**config.mk**
```make
export PLATFORM = sky130hd
export DESIGN_NAME = front_dispatch_buffer_flat
export DESIGN_NICKNAME = d
export VERILOG_FILES = /design/src/rtl/front_dispatch_buffer_pkg.sv /design/src/rtl/front_dispatch_buffer_if.sv /design/src/rtl/front_dispatch_batch_fifo.sv /design/src/rtl/front_dispatch_buffer.sv /design/src/flat_wrapper.sv
export SDC_FILE = /design/constraint.sdc
export NUM_CORES = 1
export LEC_CHECK = 0
export BUFFER_PORTS_ARGS = -buffer_cell sky130_fd_sc_hd__buf_4
export CAP_MARGIN = 25
export CORE_ASPECT_RATIO = 1.4
export CORE_MARGIN = 8
export CORE_UTILIZATION = 52
export CTS_BUF_LIST = sky130_fd_sc_hd__clkbuf_8 sky130_fd_sc_hd__clkbuf_16
export DETAILED_ROUTE_END_ITERATION = 8
export PLACE_DENSITY = 0.77
export SYNTH_ARGS = -nofsm -noshare
export SYNTH_HDL_FRONTEND = slang
export SYNTH_HIERARCHICAL = 1
export SYNTH_SLANG_ARGS = --single-unit
```
**constraint.sdc**
```tcl
create_clock -name clk -period 9.8 [get_ports clk]
set_input_delay 1.96 -clock clk [delete_from_list [all_inputs] [get_ports clk]]
set_output_delay 1.96 -clock clk [all_outputs]
set_load 0.02 [all_outputs]
```
**src/rtl/front_dispatch_buffer_pkg.sv**
```systemverilog
// Shared types for the front-end dispatch buffer: IQueue entry, dispatch lane and batch.
// No logic; types and constants only.
// Imported by the interface, the batch FIFO and the top level.
package front_dispatch_buffer_pkg;

  // Default lane count of a dispatch batch (rename ILN width).
  localparam int DISPATCH_LANES      = 4;
  localparam int NUM_EXEC_UNITS      = 4;
  localparam int LOG2_NUM_EXEC_UNITS = $clog2(NUM_EXEC_UNITS);

  // One renamed instruction as it sits in an EU issue queue.
  typedef struct packed {
    logic [15:0] pc;
    logic [7:0]  opcode;
  } type_iqueue_entry;

  // One lane of a dispatch batch: instruction, lane valid and allocated EU.
  typedef struct packed {
    type_iqueue_entry                 entry;
    logic                             valid;
    logic [LOG2_NUM_EXEC_UNITS-1:0]   euidx;
  } type_dispatch_lane;

  // A full batch at the default lane count.
  typedef type_dispatch_lane [DISPATCH_LANES-1:0] type_dispatch_batch;

  // Storage width of a batch with the given number of lanes.
  function automatic int batch_bits(input int lanes);
    return lanes * $bits(type_dispatch_lane);
  endfunction

endpackage

```
**src/rtl/front_dispatch_buffer_if.sv**
```systemverilog
// Batch handshake between allocation (master) and the dispatch buffer (slave),
// plus the dispatch bus the buffer drives towards the backend.
// Pure wiring; no storage and no latency of its own.
interface front_dispatch_buffer_if
  import front_dispatch_buffer_pkg::*;
#(
  parameter int N = DISPATCH_LANES
);

  // Upstream batch offer.
  logic                                   batch_push_i;
  type_iqueue_entry [N-1:0]               batch_i;
  logic [N-1:0]                           batch_valid_i;
  logic [N-1:0][LOG2_NUM_EXEC_UNITS-1:0]  batch_euidx_i;
  logic                                   batch_ready_o;

  // Backend dispatch bus.
  type_iqueue_entry [N-1:0]               instr_dispatch_o;
  logic [N-1:0]                           instr_dispatch_valid_o;
  logic [N-1:0][LOG2_NUM_EXEC_UNITS-1:0]  dispatched_instr_alloc_euidx_o;
  logic                                   instr_dispatch_ready_i;

  // Buffer side.
  modport slave (
    input  batch_push_i, batch_i, batch_valid_i, batch_euidx_i, instr_dispatch_ready_i,
    output batch_ready_o, instr_dispatch_o, instr_dispatch_valid_o,
    dispatched_instr_alloc_euidx_o
  );

  // Allocation / backend side.
  modport master (
    output batch_push_i, batch_i, batch_valid_i, batch_euidx_i, instr_dispatch_ready_i,
    input  batch_ready_o, instr_dispatch_o, instr_dispatch_valid_o,
    dispatched_instr_alloc_euidx_o
  );

endinterface

```
**src/rtl/front_dispatch_batch_fifo.sv**
```systemverilog
// Generic WIDTH x DEPTH FIFO with count and synchronous flush; head is a combinational read.
// Latency: a push is visible at head one cycle later when the FIFO was empty.
// Backpressure: pushes while full are ignored, pops while empty are ignored; flush wins over both.
module front_dispatch_batch_fifo #(
  parameter int WIDTH = 8,
  parameter int DEPTH = 4
) (
  input  logic                         clk,
  input  logic                         reset_n,
  input  logic                         flush_i,
  input  logic                         push_i,
  input  logic [WIDTH-1:0]             push_dat_i,
  input  logic                         pop_i,
  output logic [WIDTH-1:0]             head_dat_o,
  output logic [$clog2(DEPTH+1)-1:0]   count_o
);

  localparam int PTR_W = $clog2(DEPTH);
  localparam int CNT_W = $clog2(DEPTH+1);

  // Storage is deliberately left out of reset; the count alone says what is live.
  logic [WIDTH-1:0] mem_q [DEPTH];

  logic [PTR_W-1:0] wr_ptr_q, wr_ptr_d;
  logic [PTR_W-1:0] rd_ptr_q, rd_ptr_d;
  logic [CNT_W-1:0] count_q, count_d;
  logic             push_ok, pop_ok;

  // Next-state for pointers and count; pointers wrap naturally at DEPTH (power of two).
  always_comb begin
    push_ok  = push_i & (count_q != CNT_W'(DEPTH)) & ~flush_i;
    pop_ok   = pop_i & (count_q != '0) & ~flush_i;
    wr_ptr_d = wr_ptr_q + PTR_W'(push_ok);
    rd_ptr_d = rd_ptr_q + PTR_W'(pop_ok);
    count_d  = count_q;
    if (push_ok && !pop_ok) begin
      count_d = count_q + CNT_W'(1);
    end else if (pop_ok && !push_ok) begin
      count_d = count_q - CNT_W'(1);
    end
    if (flush_i) begin
      wr_ptr_d = '0;
      rd_ptr_d = '0;
      count_d  = '0;
    end
  end

  // Pointer and count state; reset clears them immediately.
  always_ff @(posedge clk or negedge reset_n) begin
    if (!reset_n) begin
      wr_ptr_q <= '0;
      rd_ptr_q <= '0;
      count_q  <= '0;
    end else begin
      wr_ptr_q <= wr_ptr_d;
      rd_ptr_q <= rd_ptr_d;
      count_q  <= count_d;
    end
  end

  // Batch storage write at the tail.
  always_ff @(posedge clk) begin
    if (push_ok) begin
      mem_q[wr_ptr_q] <= push_dat_i;
    end
  end

  assign head_dat_o = mem_q[rd_ptr_q];
  assign count_o    = count_q;

endmodule

```
**src/rtl/front_dispatch_buffer.sv**
```systemverilog
// Batch FIFO between EU allocation and the backend dispatch bus; presents the oldest batch.
// Latency: 1 cycle push-to-dispatch when empty (0 with DISPATCH_BUF_BYPASS_EN defined).
// Backpressure: batch_ready_o = not full, from registered state only; pop on instr_dispatch_ready_i.
module front_dispatch_buffer
  import front_dispatch_buffer_pkg::*;
#(
  parameter int NUM_PARALLEL_INSTR_DISPATCHES = 4,
  parameter int DEPTH                         = 4
) (
  input  logic                          clk,
  input  logic                          reset_n,
  input  logic                          flush_i,
  front_dispatch_buffer_if.slave        disp_if,
  output logic [$clog2(DEPTH+1)-1:0]    occupancy_o
);

  localparam int N     = NUM_PARALLEL_INSTR_DISPATCHES;
  localparam int WIDTH = batch_bits(N);
  localparam int CNT_W = $clog2(DEPTH+1);

  typedef type_dispatch_lane [N-1:0] lanes_t;

  lanes_t           in_lanes;
  lanes_t           head_lanes;
  lanes_t           out_lanes;
  logic [CNT_W-1:0] count;
  logic             empty;
  logic             full;
  logic             push_fire;
  logic             pop_fire;
  logic             fifo_push;

  // Gather the per-lane input vectors into one batch word for storage.
  always_comb begin
    in_lanes = '0;
    for (int i = 0; i < N; i++) begin
      in_lanes[i].entry = disp_if.batch_i[i];
      in_lanes[i].valid = disp_if.batch_valid_i[i];
      in_lanes[i].euidx = disp_if.batch_euidx_i[i];
    end
  end

  assign empty = (count == '0);
  assign full  = (count == CNT_W'(DEPTH));

  // Ready looks only at the stored count, so a same-cycle pop never frees a full queue.
  assign disp_if.batch_ready_o = ~full;

  // An all-invalid batch carries nothing, so it is dropped rather than stored.
  assign push_fire = disp_if.batch_push_i & ~full & ~flush_i & (|disp_if.batch_valid_i);
  assign pop_fire  = ~empty & disp_if.instr_dispatch_ready_i & ~flush_i;

`ifdef DISPATCH_BUF_BYPASS_EN
  logic bypass_fire;

  // An empty queue hands a fresh batch straight to the outputs; if the backend takes it
  // in the same cycle it is never written.
  assign bypass_fire = empty & push_fire;
  assign fifo_push   = push_fire & ~(bypass_fire & disp_if.instr_dispatch_ready_i);

  // Output select: bypassed batch, stored head, or all-zero when empty.
  always_comb begin
    out_lanes = '0;
    if (bypass_fire) begin
      out_lanes = in_lanes;
    end else if (!empty) begin
      out_lanes = head_lanes;
    end
  end
`else
  assign fifo_push = push_fire;

  // Output select: stored head, or all-zero when empty.
  always_comb begin
    out_lanes = '0;
    if (!empty) begin
      out_lanes = head_lanes;
    end
  end
`endif

  front_dispatch_batch_fifo #(
    .WIDTH (WIDTH),
    .DEPTH (DEPTH)
  ) u_fifo (
    .clk        (clk),
    .reset_n    (reset_n),
    .flush_i    (flush_i),
    .push_i     (fifo_push),
    .push_dat_i (in_lanes),
    .pop_i      (pop_fire),
    .head_dat_o (head_lanes),
    .count_o    (count)
  );

  // Scatter the selected batch back onto the dispatch bus.
  always_comb begin
    disp_if.instr_dispatch_o               = '0;
    disp_if.instr_dispatch_valid_o         = '0;
    disp_if.dispatched_instr_alloc_euidx_o = '0;
    for (int i = 0; i < N; i++) begin
      disp_if.instr_dispatch_o[i]               = out_lanes[i].entry;
      disp_if.instr_dispatch_valid_o[i]         = out_lanes[i].valid;
      disp_if.dispatched_instr_alloc_euidx_o[i] = out_lanes[i].euidx;
    end
  end

  assign occupancy_o = count;

endmodule

```
**src/flat_wrapper.sv**
```systemverilog
// flat-port wrapper written by rule: the top's interface ports become plain ports
module front_dispatch_buffer_flat import front_dispatch_buffer_pkg::*;
#(
  parameter int NUM_PARALLEL_INSTR_DISPATCHES = 4,
  parameter int DEPTH                         = 4
)
  (clk, reset_n, flush_i, occupancy_o, disp_if_batch_push_i, disp_if_batch_i, disp_if_batch_valid_i, disp_if_batch_euidx_i, disp_if_instr_dispatch_ready_i, disp_if_batch_ready_o, disp_if_instr_dispatch_o, disp_if_instr_dispatch_valid_o, disp_if_dispatched_instr_alloc_euidx_o);
  front_dispatch_buffer_if #(.N((4))) disp_if_i ();
  input  logic clk;
  input  logic reset_n;
  input  logic flush_i;
  output logic [$clog2(DEPTH+1)-1:0] occupancy_o;
  input wire logic [$bits(disp_if_i.batch_push_i)-1:0] disp_if_batch_push_i;
  input wire logic [$bits(disp_if_i.batch_i)-1:0] disp_if_batch_i;
  input wire logic [$bits(disp_if_i.batch_valid_i)-1:0] disp_if_batch_valid_i;
  input wire logic [$bits(disp_if_i.batch_euidx_i)-1:0] disp_if_batch_euidx_i;
  input wire logic [$bits(disp_if_i.instr_dispatch_ready_i)-1:0] disp_if_instr_dispatch_ready_i;
  output wire logic [$bits(disp_if_i.batch_ready_o)-1:0] disp_if_batch_ready_o;
  output wire logic [$bits(disp_if_i.instr_dispatch_o)-1:0] disp_if_instr_dispatch_o;
  output wire logic [$bits(disp_if_i.instr_dispatch_valid_o)-1:0] disp_if_instr_dispatch_valid_o;
  output wire logic [$bits(disp_if_i.dispatched_instr_alloc_euidx_o)-1:0] disp_if_dispatched_instr_alloc_euidx_o;
  assign disp_if_i.batch_push_i = disp_if_batch_push_i;
  assign disp_if_i.batch_i = disp_if_batch_i;
  assign disp_if_i.batch_valid_i = disp_if_batch_valid_i;
  assign disp_if_i.batch_euidx_i = disp_if_batch_euidx_i;
  assign disp_if_i.instr_dispatch_ready_i = disp_if_instr_dispatch_ready_i;
  assign disp_if_batch_ready_o = disp_if_i.batch_ready_o;
  assign disp_if_instr_dispatch_o = disp_if_i.instr_dispatch_o;
  assign disp_if_instr_dispatch_valid_o = disp_if_i.instr_dispatch_valid_o;
  assign disp_if_dispatched_instr_alloc_euidx_o = disp_if_i.dispatched_instr_alloc_euidx_o;
  front_dispatch_buffer #(.NUM_PARALLEL_INSTR_DISPATCHES(NUM_PARALLEL_INSTR_DISPATCHES), .DEPTH(DEPTH)) u_core (.clk(clk), .reset_n(reset_n), .flush_i(flush_i), .disp_if(disp_if_i), .occupancy_o(occupancy_o));
endmodule
```
==> results of run 1 <==
-- where the power goes --
part	internal (mW)	leakage [nW]	total [mW]	switching (mW)
Combinational	0.296	2.29	0.694	0.398
Clock	0.915	0.662	1.55	0.634
Sequential	2.10	3.99	2.11	0.0166
-- Yosys cell counts (2+ instances only) --
library cell    n  area, µm²
nor3b_1         2       15.0
nor2_1          6       22.5
dfrtp_1         7        175
mux4_2        108       2430
buf_2          10       50.1
and2b_1        57        428
nand2_1         2       7.51
clkbuf_1       11       41.3
nor3_2          2       20.0
mux2i_1         3       30.0
inv_1           3       11.3
edfxtp_1      432      13000
nand2b_1        2       12.5
nor2b_1        53        332
buf_4           6       45.0
buf_1           3       11.3
buf_6           6       67.6
ha_1            2       25.0
xnor2_1         2       17.5
-- state kept, by name, indices dropped and copies added, names as in the netlist --
signal	flops
u_core/u_fifo/mem_q	432
u_core/u_fifo/rd_ptr_q	2
u_core/u_fifo/wr_ptr_q	2
u_core/u_fifo/count_o	3
-- per-stage QoR --
| step | util | hold WS [ns] |
|---|---|---|
| after floorplan | - | 0.595 |
| after global placement | 0.589 | 0.686 |
| after detailed placement | 0.589 | 0.671 |
| after CTS | 0.630 | 0.680 |
| after global routing | 0.630 | 0.721 |
| final | 0.630 | 0.663 |
-- area by class of cell --
type | instances | share of cell area
sequential | 439 | 0.648
tap | 400 | 0.0247
timing repair buffer | 236 | 0.0873
clock inverter | 29 | 0.0141
multi-input combinational | 252 | 0.174
clock buffer | 41 | 0.0506
antenna | 2 | 0.000247
inverter | 4 | 0.000740
-- final timing paths --
path,depth (start not counted),slack [ns],end
worst max register to register,7,5.78,u_core/u_fifo/mem_q[3][98]
min in group asynchronous,1,1.24,u_core/u_fifo/rd_ptr_q[0]
max in group asynchronous,1,8.43,u_core/u_fifo/rd_ptr_q[1]
worst min register to register,1,0.66,u_core/u_fifo/count_o[0]
worst max-delay path,4,4.73,disp_if_instr_dispatch_o[48]
worst min-delay path,1,0.66,u_core/u_fifo/count_o[0]
-- layer usage --
layer | up-vias | wire (µm) | GRT usage
li1 | 3473 | - | -
met1 | 4047 | 12800 | 0.200
met2 | 218 | 17300 | 0.304
met3 | 58 | 1900 | 0.0394
met4 | 4 | 853 | 0.0599
met5 | - | 25 | 0
-- kinds of logic after synthesis --
family	after synthesis
buffers and inverters	40
adder cells (fa/ha/maj)	3
XOR/XNOR	3
AO/OA/AOI/OAI	4
AND/OR/NAND/NOR	131
multiplexers	111
flip-flops	439
==> results_dict.tcl, run 1 <==
set metrics [dict create \
    post_cts_buffers 0 \
    cp_max_fo 60 \
    ir_drop_mv 0.169 \
    most-common-layout-cells "edfxtp_1, buf_4, mux4_2, and2b_1, nor2b_1" \
    synth_compound_area_frac 0.00297 \
    hold_start "u_core/u_fifo/count_o[0]" \
    antenna_left 0 \
    viasPerCell 5.56 \
    io_buffers 224 \
    regArea_um2 13200 \
    yosysUniqueCellTypes 33 \
    crit_family "buffers and inverters" \
    end_kind "output pin" \
    pre_cts_ws_ns 4.45 \
    syn_to_final_growth_pct 20.3 \
    clkSinkCount 439 \
    layout_setup_ws_ns 4.73 \
    setup_violations 0 \
    synth_top_family_by_area "multiplexers" \
    core_area_um2 32200 \
    seq_area_frac_synth 0.779 \
    cts.clk_slew.worst_paths_ns 0.06 \
    fin_crit_sh 0.517 \
    final_cells 1403 \
    die_w_um 168 \
    p_per_area_nw_per_um2 215 \
    drt-initial-drc-count 478 \
    nNetsFinal 1089 \
    path_common_cell "buf_4" \
    finalMaxSlewViolations 0 \
    die-area_um2 38500 \
    synthesis.area_um2 16900 \
    route.detailed.drc 0 \
    synth_nets 847 \
    period_needed_ns 5.07 \
    place_hpwl_um 19700 \
    fin_area_um2 20300 \
    async_flop_share 0.0159 \
    required_ns 7.84 \
    htreeDepth 2 \
    yosysWarnings 6 \
    worstMarginPinSlew_ns 1.01 \
    yosys.area_share.simple 0.0535 \
    grt_pass1_vias 8574 \
    postCtsHoldBufs 0 \
    grt_antenna_before_repair 4 \
    status "completed" \
    grt_start_max_net_pins 72 \
    dp.cells 1331 \
    grt_overflow 0 \
    setup.worst_path.start_class "flop" \
    cpPeakStageDelay_ns 0.95 \
    fp.dieH_um 229 \
    start_util 0.524 \
    hold_path_class "reg -> reg" \
    crit_arrival_ns 3.11 \
    skew_ns 0.0102 \
    io_pins 225 \
    cts_buffer_depth 3 \
    dr.pass1.iters 4 \
    synthAdderAreaFrac 0.00267 \
    post_cts_resized 0 \
    rows 78 \
    synth_seq_cells 439 \
    synth_edf_count 432 \
    grt_use_total 0.171 \
    hold_violations 0 \
    cts_tree "built" \
    dpl_cell_area_um2 19000 \
    synth_xor_area_frac 0.00200 \
    final_common_cell "edfxtp_1" \
    fillers 2202 \
    ys.flop_type "edfxtp_1" \
    drt-total-wl_um 32900 \
    fmaxAchievable_mhz 197 \
    drive_gt1_frac 0.415 \
    place_congestion 0.739 \
    fin_tns_setup_ns 0 \
    wire_per_inst_um 23.4 \
    multi_input_area_um2 3530 \
    p_total_mw 4.36 \
    grt_pass1_wl_um 50000 \
    slowest_stage "dfrtp_4" \
    r2r_start "u_core/u_fifo/count_o[1]" \
    leakagePower_nw 6.95 \
    synthMuxAreaShare 0.146 \
    avgSynthCellArea_um2 23.1 \
    cts-root-buf "clkbuf_16" \
    worstSetupPathType "reg -> out" \
    crit_path_start "u_core/u_fifo/rd_ptr_q[1]" \
    cts_buffers 40 \
    maxCapViolCount 0 \
    path_cells "buf_4 > mux4_2 > and2b_1 > buf_4" \
    rsz0062_at_grt "false" \
    syn_inst 731 \
    vias 7800 \
    crit_buf_inv 2 \
    worstSkewPairLatency_ns 0.52 \
    timing.slew.headroom 0.326 \
]
No activity file was read; power rests on OpenSTA's default activity.
==> run 2: changes to the inputs <==
CORE_UTILIZATION = 55   (was 52)
PLACE_DENSITY = 0.78   (was 0.77)
clock period = 4.7 ns   (was 9.8 ns; I/O delays follow)
==> run 2 against run 1 <==
Sequential power up 110%. Global-route usage up 0.81 points. Utilization up 3.9 points.
==> results_dict.tcl, run 2 (synthesis results as in run 1) <==
set metrics [dict create \
    largest-register "u_core/u_fifo/mem_q" \
    postCtsHoldBufs 0 \
    end_kind "output pin" \
    path_cells "buf_12 > mux4_2 > and2b_1 > buf_4" \
    cp_max_fo 53 \
    cts_buffer_depth 3 \
    worstMarginPinSlew_ns 0.563 \
    syn_to_final_growth_pct 21.1 \
    fp.dieH_um 223 \
    htreeDepth 2 \
    crit_family "flip-flops" \
    grt_start_max_net_pins 110 \
    post_cts_buffers 0 \
    fillers 1955 \
    dr.pass1.iters 5 \
    p_per_area_nw_per_um2 441 \
    fmaxAchievable_mhz 284 \
    antenna_left 0 \
    die-area_um2 36600 \
    largest_register_ffs 432 \
    core_area_um2 30500 \
    place_congestion 0.719 \
    io_buffers 224 \
    crit_buf_inv 2 \
    viasPerCell 5.63 \
    clkSinkCount 439 \
    die_w_um 164 \
    start_util 0.553 \
    skew_ns 0.00967 \
    worstSkewPairLatency_ns 0.53 \
    drive_gt1_frac 0.418 \
    setup_violations 0 \
    worstSetupPathType "reg -> out" \
    hold_violations 0 \
    cts_tree "built" \
    grt_use_total 0.179 \
    cts-root-buf "clkbuf_16" \
    dpl_cell_area_um2 19100 \
    drt-total-wl_um 32300 \
    required_ns 3.76 \
    nNetsFinal 1091 \
    maxCapViolCount 0 \
    grt_antenna_before_repair 5 \
    fin_area_um2 20400 \
    timing.slew.headroom 0.625 \
    final_common_cell "edfxtp_1" \
    hold_path_class "in -> async" \
    drt-initial-drc-count 394 \
    ir_drop_mv 0.453 \
    cts_buffers 41 \
    fin_crit_sh 0.750 \
    pre_cts_ws_ns 1.55 \
    status "completed" \
    cts.clk_slew.worst_paths_ns 0.06 \
    post_cts_resized 0 \
    most-common-layout-cells "edfxtp_1, buf_4, mux4_2, and2b_1, nor2b_1" \
    rsz0062_at_grt "false" \
    wire_per_inst_um 23.0 \
    finalMaxSlewViolations 0 \
    vias 7893 \
    layout_setup_ws_ns 1.17 \
    cpPeakStageDelay_ns 0.63 \
    leakagePower_nw 7.02 \
    io_pins 225 \
    grt_pass1_vias 8778 \
    grt_pass1_wl_um 49500 \
    setup.worst_path.start_class "flop" \
    grt_overflow 0 \
    slowest_stage "dfrtp_4" \
    crit_arrival_ns 2.59 \
    route.detailed.drc 0 \
    place_hpwl_um 19400 \
    rows 76 \
    period_needed_ns 3.53 \
    fin_util 0.669 \
]
## run 2: cell count changes in the layout (fill, tap and decap cells not counted), sizes merged
cell	delta
diode	+2
bufinv	-4
buf	+1
clkbuf	+5
inv	+7
clkinv	-1
clkinvlp	-2
## run 2: path summary, 6_finish.rpt
path | start | to | slack, ns | depth (start not counted)
worst max-delay path | u_core/u_fifo/rd_ptr_q[0] | disp_if_instr_dispatch_valid_o[1] | 1.17 | 4
worst min-delay path | reset_n | u_core/u_fifo/rd_ptr_q[1] | 0.21 | 1
worst max register to register | u_core/u_fifo/count_o[2] | u_core/u_fifo/count_o[2] | 1.76 | 9
worst min register to register | u_core/u_fifo/count_o[1] | u_core/u_fifo/count_o[1] | 0.69 | 2
max in group asynchronous | reset_n | u_core/u_fifo/rd_ptr_q[0] | 4.35 | 1
min in group clk | disp_if_batch_i[71] | u_core/u_fifo/mem_q[1][80] | 0.61 | 1
## run 2: cell type report
type	instances	area [µm²]	area share
antenna	4	10.0	0.000490
sequential	439	13200	0.644
inverter	4	15.0	0.000735
multi-input combinational	252	3560	0.174
clock buffer	46	1130	0.0553
tap	390	488	0.0239
timing repair buffer	237	1880	0.0920
clock inverter	29	188	0.00919
## run 2: metal layers
| metal | GRT usage | wire [µm] |
|---|---|---|
| met2 | 0.312 | 17000 |
| met1 | 0.209 | 12100 |
| met4 | 0.0717 | 1000 |
| met5 | 0 | 10 |
| met3 | 0.0422 | 2160 |
## run 2: power breakdown
part           switching [mW]  internal, mW  leakage (nW)  total [mW]
logic                   0.810         0.627          2.33        1.44
registers              0.0340          4.37          3.99        4.40
clock network            1.32          1.83         0.697        3.16
## run 2: metrics by stage
stage / power [mW] / hold slack, ns / setup TNS [ns] / instances
after CTS: 9.11 / 0.188 / 0 / 1397
after global routing: 9.30 / 0.194 / 0 / 1399
after detailed placement: 5.96 / 0.681 / 0 / 1322
final: 9.00 / 0.214 / 0 / 1401
after global placement: 5.94 / 0.655 / 0 / 1322
after floorplan: 5.29 / 0.603 / -12.07 / 731
==> run 3: changes to the inputs <==
clock period = 3.7 ns   (was 4.7 ns; I/O delays follow)
==> run 3 against run 2 <==
Flip-flop and latch count did not move. Sequential power rose by 27%. Hold slack improved by 0.19 ns. First-iteration DRC count rose by 21%. Total power rose by 24%. Combinational power rose by 29%. Clock-buffer cell count fell by 5. Via count rose by 0.51%. Register-to-register slack got worse by 0.80 ns. Cell area fell by 0.24%. Largest power group unchanged.
==> results_dict.tcl, run 3 (synthesis results as in run 1) <==
set metrics [dict create \
    dp.cells 1327 \
    layout_setup_ws_ns 0.489 \
    start_util 0.553 \
    p_per_area_nw_per_um2 548 \
    route.detailed.drc 0 \
    grt_use_total 0.182 \
    cts_buffer_depth 3 \
    pre_cts_ws_ns 0.762 \
    timing.slew.headroom 0.648 \
    seq_power_share 0.502 \
    power.internal_mw 8.41 \
    leakagePower_nw 6.97 \
    place_hpwl_um 19800 \
    worstSkewPairLatency_ns 0.53 \
    fmaxAchievable_mhz 311 \
    setup_violations 0 \
    fillers 1931 \
    dr.pass1.iters 5 \
    most-common-layout-cells "edfxtp_1, buf_4, mux4_2, and2b_1, nor2b_1" \
    clkPwrFrac 0.332 \
    cts-root-buf "clkbuf_16" \
    io_pins 225 \
    cts_buffers 39 \
    largest_register_ffs 432 \
    period_needed_ns 3.21 \
    status "completed" \
    end_kind "output pin" \
    core_area_um2 30500 \
    cp_max_fo 17 \
    place_congestion 0.766 \
    vias 7933 \
    slowest_stage "dfrtp_4" \
    grt_start_max_net_pins 109 \
    worstMarginPinSlew_ns 0.527 \
    required_ns 2.96 \
    fin_util 0.667 \
    path_common_cell "buf_4" \
    grt_antenna_before_repair 4 \
    antenna_left 0 \
    worstSetupPathType "reg -> out" \
    power_frac_comb 0.167 \
    die_w_um 164 \
    path_cells "buf_4 > mux4_2 > nor2b_1 > buf_4" \
    drt-total-wl_um 32700 \
    crit_arrival_ns 2.47 \
    switching_share 0.246 \
    multi_input_area_um2 3560 \
    die-area_um2 36600 \
    cts.clk_slew.worst_paths_ns 0.07 \
    rows 76 \
    drive_gt1_frac 0.414 \
    hold_path_class "in -> reg" \
    regArea_um2 13200 \
    crit_buf_inv 2 \
    cpPeakStageDelay_ns 0.66 \
    largest-register "u_core/u_fifo/mem_q" \
    skew_ns 0.0117 \
    fin_crit_sh 0.868 \
    grt_overflow 0 \
    grt_pass1_vias 8764 \
    htreeDepth 2 \
    cts_tree "built" \
    finalMaxSlewViolations 0 \
    wire_per_inst_um 23.4 \
    setup.worst_path.start_class "flop" \
    final_cells 1397 \
    grt_pass1_wl_um 50200 \
    crit_family "flip-flops" \
    nNetsFinal 1095 \
    ir_drop_mv 0.468 \
    switching_power_mw 2.74 \
    post_cts_buffers 0 \
    fp.dieH_um 223 \
    viasPerCell 5.68 \
    final_common_cell "edfxtp_1" \
    io_buffers 224 \
    drt-initial-drc-count 478 \
    clkSinkCount 439 \
    syn_to_final_growth_pct 20.8 \
    rsz0062_at_grt "false" \
    hold_violations 0 \
    holdWs_ns 0.405 \
    maxCapViolCount 0 \
]
[run 3: path summary, 6_finish.rpt]
check                                          start  depth (start not counted)  slack, ns                           end
max                        u_core/u_fifo/rd_ptr_q[0]                          4       0.49  disp_if_instr_dispatch_o[86]
max in group asynchronous                    reset_n                          2       2.98     u_core/u_fifo/rd_ptr_q[1]
min in group asynchronous                    reset_n                          2       0.58     u_core/u_fifo/wr_ptr_q[0]
min                              disp_if_batch_i[70]                          1       0.41    u_core/u_fifo/mem_q[0][79]
max reg2reg                 u_core/u_fifo/count_o[2]                          8       0.96      u_core/u_fifo/count_o[2]
min reg2reg                 u_core/u_fifo/count_o[0]                          1       0.68      u_core/u_fifo/count_o[0]
[run 3: power groups by stage]
| stage | combinational, mW | sequential (mW) | clock, mW |
|---|---|---|---|
| after floorplan | 1.02 | 5.70 | 0 |
| after detailed placement | 1.90 | 5.70 | 0 |
| after global placement | 1.88 | 5.70 | 0 |
| after global routing | 1.99 | 5.60 | 3.95 |
| final | 1.86 | 5.60 | 3.70 |
| after CTS | 1.91 | 5.60 | 3.78 |
[run 3: cell type report]
type,count,share of cell area
flip-flops and latches,439,0.646
multi-input cells,252,0.175
repair buffers,243,0.0976
clock buffers,41,0.0504
well taps,390,0.0240
clock inverters,26,0.00663
inverters,4,0.000737
diodes,2,0.000246
[run 3: per-stage QoR]
step / power (mW) / setup TNS [ns] / area, µm²
2_1_floorplan: 6.72 / -167.84 / 16900
3_3_place_gp: 7.58 / 0 / 19200
3_5_place_dp: 7.60 / 0 / 19200
4_1_cts: 11.3 / 0 / 20400
5_1_grt: 11.5 / 0 / 20400
6_report: 11.2 / 0 / 20400
[run 3: per-layer routing]
layer,vias to the layer above,GRT usage,routed length (µm)
li1,3479,-,-
met4,4,0.0635,841
met2,259,0.319,17300
met1,4135,0.214,12200
met5,-,0,29
met3,56,0.0465,2250
[run 3: what timing repair did]
action,CTS,global route
gates resized for setup,0,0
hold buffers,1,0
endpoints found under the hold margin,7,0
